<file path="src/rtl/td4_top.sv">
// TD4 4-bit CPU top: prescaler, fixed 16x8 program ROM, core (A, B, OUT, PC, C); one step per 2*RATIO clocks.
// pin_led follows the OUT register directly with no added latency; no backpressure, pin_switch is sampled on the step edge.
module td4_top #(
    parameter int unsigned RATIO = 50_000_000
) (
    input  logic       pin_clock,
    input  logic       pin_reset,
    input  logic [3:0] pin_switch,
    output logic [3:0] pin_led
);
    logic [31:0] count;
    logic        slow_clock;
    logic        step;
    logic [3:0]  a, b, out_port, pc;
    logic        c;
    logic [7:0]  instr;
    logic [3:0]  opcode, im;
    logic [3:0]  alu_src;
    logic [4:0]  alu_sum;
    logic        alu_carry;

    // Step strobe is the clock edge on which slow_clock rises.
    assign step = (count == 32'(RATIO - 1)) && !slow_clock;

    always_comb begin
        instr = 8'h00;
        case (pc)
            4'd0:    instr = 8'h20;
            4'd1:    instr = 8'h40;
            4'd2:    instr = 8'h90;
            4'd3:    instr = 8'h51;
            4'd4:    instr = 8'hE2;
            4'd5:    instr = 8'hF0;
            default: instr = 8'h00;
        endcase
    end

    assign opcode = instr[7:4];
    assign im     = instr[3:0];

    // Only the two ADD opcodes can produce a carry; everything else clears C.
    assign alu_src   = (opcode == 4'b0101) ? b : a;
    assign alu_sum   = {1'b0, alu_src} + {1'b0, im};
    assign alu_carry = ((opcode == 4'b0000) || (opcode == 4'b0101)) ? alu_sum[4] : 1'b0;

    always_ff @(posedge pin_clock or posedge pin_reset) begin
        if (pin_reset) begin
            count      <= 32'd0;
            slow_clock <= 1'b0;
            a          <= 4'h0;
            b          <= 4'h0;
            out_port   <= 4'h0;
            pc         <= 4'h0;
            c          <= 1'b0;
        end else begin
            if (count == 32'(RATIO - 1)) begin
                count      <= 32'd0;
                slow_clock <= ~slow_clock;
            end else begin
                count <= count + 32'd1;
            end

            if (step) begin
                c  <= alu_carry;
                pc <= pc + 4'd1;
                case (opcode)
                    4'b0000: a        <= alu_sum[3:0];
                    4'b0101: b        <= alu_sum[3:0];
                    4'b0011: a        <= im;
                    4'b0111: b        <= im;
                    4'b0001: a        <= b;
                    4'b0100: b        <= a;
                    4'b0010: a        <= pin_switch;
                    4'b0110: b        <= pin_switch;
                    4'b1001: out_port <= b;
                    4'b1011: out_port <= im;
                    4'b1111: pc       <= im;
                    4'b1110: if (!c) pc <= im;
                    default: ;
                endcase
            end
        end
    end

    assign pin_led = out_port;
endmodule

</file>
<file path="config.mk">
export PLATFORM = sky130hd
export DESIGN_NAME = td4_top
export DESIGN_NICKNAME = d
export VERILOG_FILES = /design/src/rtl/td4_top.sv
export SDC_FILE = /design/constraint.sdc
export NUM_CORES = 1
export LEC_CHECK = 0
export ABC_AREA = 1
export CORE_MARGIN = 1
export CORE_UTILIZATION = 59
export CTS_CLUSTER_DIAMETER = 100
export DETAILED_ROUTE_END_ITERATION = 6
export DONT_BUFFER_PORTS = 1
export GPL_TIMING_DRIVEN = 0
export PLACE_DENSITY = 0.78
export REMOVE_ABC_BUFFERS = 1
export SLEW_MARGIN = 5
export SYNTH_ARGS = -nofsm -noshare
export SYNTH_HDL_FRONTEND = slang
export SYNTH_SLANG_ARGS = --single-unit
</file>
<file path="constraint.sdc">
create_clock -name pin_clock -period 2.8 [get_ports pin_clock]
set_input_delay 0.42 -clock pin_clock [delete_from_list [all_inputs] [get_ports pin_clock]]
set_output_delay 0.42 -clock pin_clock [all_outputs]
set_load 0.03 [all_outputs]
</file>
==> metrics.md <==
| Metric | Value |
|---|---|
| Detail-routed via count per cell | `5.58` |
| Layout area overhead | `6.94%` |
| Placement Setup Slack | `0.0627 ns` |
| # DRC | `0` |
| DR WL met3 | `~360 um` |
| Die ar. | `5960 sq um` |
| WL met1 | `a little over 3 mm` |
| Bufs on Longest Clock Path | `2` |
| Root buffer cell | `clkbuf_8` |
| Synth Instances | `approximately 460` |
| Total track usage | `27.5%` |
| Site Rows | `27` |
| Dominant synthesized flop cell | `dfrtp_1` |
| FMAX | `378 MHz` |
| FF+latch count, synth | `50` |
| Grt ovf | `0` |
| Syn Area/Cell | `7.27 sq um` |
| Post-detail-place hpwl | `5.86 mm` |
| Final Hold Viols | `0` |
| Startpoint types | `register` |
| CP Data Required Time | `3.05 ns` |
| Worst Skew | `0.00804 ns` |
| Synth cell types | `39` |
| Die Span Y | `77.2 um` |
| Final setup vio count | `0` |
| Max Transition Viols Final | `0` |
| MaxCap Viol Count | `0` |
| Top layer in use | `met4` |
| Placed Area | `3420 sq um` |
| First-pass GRT wire length | `12.8 mm` |
| Clock Latency Late Sink | `0.30 ns` |
| Ports | `10` |
| Register area share after synthesis | `37.5%` |
| Worst ir drop on vdd | `0.000241 V` |
| ANT cells | `0` |
| Via Count | `3,000` |
| Nets | `481` |
| Post-synthesis async set-or-reset flop share | `100%` |
| Metal2 WL | `4.03 mm` |
| ANT nets after route | `0` |
| Gpl congestion | `~0.94` |
| Share of layout cells above drive strength 1 | `9.87%` |
| Detailed Route WL | `7.76 mm` |
| Worst setup EP type | `register` |
| Most frequent cells in the layout | `120 x nand2_1, 63 x inv_1, 50 x dfrtp_1` |
| Critical path fanouts, max | `7` |
| Critical path arrival | `2.89 ns` |
| IO Port Bufs | `0` |
| Final period util | `between 90 and 100%` |
| Worst Hold Class | `input pin to register` |
| Drt wl/cell | `14.4 um` |
| Total Neg Setup Slack | `0 ns` |
| Clock transition at path regs | `0.09 ns` |
| # fillers | `a little over 500` |
| Initial drt markers | `184` |
| CTS tree | `yes` |
| Setup Crit Path Kind | `register to register` |
| Initial Util | `61.0%` |
| Status | `complete, no violations` |
| Vias in the first global route | `between 2,000 and 3,000` |
| EDFF count, synth | `0` |
| Initial antenna violation count | `0` |
| CTS buffer count | `5` |
| Minimum clock period | `2.64 ns` |
| Hold slack final | `between 0.3 and 0.4 ns` |
| Clk sinks | `50` |
| Largest net degree at the start of global routing | `43` |
| Leakage power | `1.75 nW` |
| Die extent in x | `approximately 77 um` |
| Core Box Area | `5470 sq um` |
| Most common cell after layout, fill and taps aside | `nand2_1` |
| Syn. warnings | `0` |
| DRT Pass-1 Iters | `5` |
| Fin area | `3570 sq um` |
| Final worst setup slack | `0.156 ns` |
| H-tree Lvls | `2` |
| Pwr Density | `326 nW/um^2` |
| Least-Margin Pin Slew | `0.662 ns` |
| Rel. slew slack | `55.5%` |
| Post-Syn Area | `3340 sq um` |
flip-flops by register name, summed over array words and instances, names as in the netlist:
| signal | cells |
|---|---|
| a | 4 |
| pc | 4 |
| c | 1 |
| count | 32 |
| pin_led | 4 |
| b | 4 |
| slow_clock | 1 |
where the power goes:
group	total (mW)	internal, mW	switching [mW]
Sequential	0.721	0.721	0
Combinational	0.0210	0.00527	0.0158
Clock	0.419	0.191	0.228
Total	1.16	0.918	0.243
area by class of cell:
type,instances,area (sq um),share of cell area (%)
Tap cell,72,90.1,2.53
Timing Repair Buffer,4,45.0,1.26
Sequential cell,50,1250,35.1
Multi-Input combinational cell,333,1820,51.1
Clock buffer,6,82.6,2.31
Inverter,73,277,7.75
layer usage:
layer  vias to the layer above  track usage, %
met2                        93            49.2
met1                      1390            32.3
met4                         0            12.3
met5                         -               0
li1                       1492               -
met3                        25            3.93
path summary, 6_finish.rpt:
kind / slack [ns] / start / cells past startpoint / endpoint
worst min register to register: 0.48 / slow_clock$_DFFE_PP0N_ / 2 / slow_clock$_DFFE_PP0N_
min in group asynchronous: 0.49 / pin_reset / 2 / a[0]$_DFFE_PP0P_
max in group asynchronous: 1.81 / pin_reset / 3 / count[18]$_DFF_PP0_
worst max register to register: 0.16 / pc[0]$_DFFE_PP0P_ / 14 / b[1]$_DFFE_PP0P_
worst min-delay path: 0.34 / pin_switch[2] / 4 / a[2]$_DFFE_PP0P_
worst max-delay path: 0.16 / pc[0]$_DFFE_PP0P_ / 14 / b[1]$_DFFE_PP0P_
critical path, cell delays in order, from the launching register on:
cell and delay, ns:
dfrtp_1 0.44, buf_4 0.15, ha_1 0.26, o21ai_2 0.17, nand2_2 0.15, nand2_4 0.14
nor2_4 0.05, nand2_1 0.05, o21ai_0 0.07, ha_1 0.22, fa_1 0.49, inv_1 0.05
o211ai_1 0.19, nand3_1 0.09, nand2_1 0.07
Yosys cell counts, types with 7 or more instances:
master	n	area [sq um]
a21oi_1	7	35.0
dfrtp_1	50	1250
ha_1	7	87.6
inv_1	64	240
nand2_1	120	450
nand2_2	7	43.8
nand3_1	25	125
nand4_1	20	125
nor2_1	48	180
nor3_1	18	90.1
nor4_1	7	43.8
o21ai_0	15	75.1
xor2_1	20	175
kinds of logic (layout without fill, tap and decap cells):
family	Yosys count	in the layout	synth area share (%)
compound gates	33	33	5.48
fa+ha+maj	8	8	3.23
simple gates	267	267	38.3
xor+xnor	25	25	6.56
flops	50	50	37.5
buf+inv	76	83	8.93
per-stage QoR:
step	std cells	total power [mW]	util [%]
final	538	1.16	65.2
after CTS	536	1.17	64.3
after floorplan	456	0.749	-
after global placement	528	0.753	62.2
after global routing	538	1.20	65.2
after detailed placement	529	0.757	62.6
timing repair:
action	in CTS	in global routing
hold endpoints to repair	8	0
gates resized for setup	0	8
buffers inserted	0	2
setup endpoints to repair	0	4
hold buffers	1	0
Power figures use the tool's default switching activity.
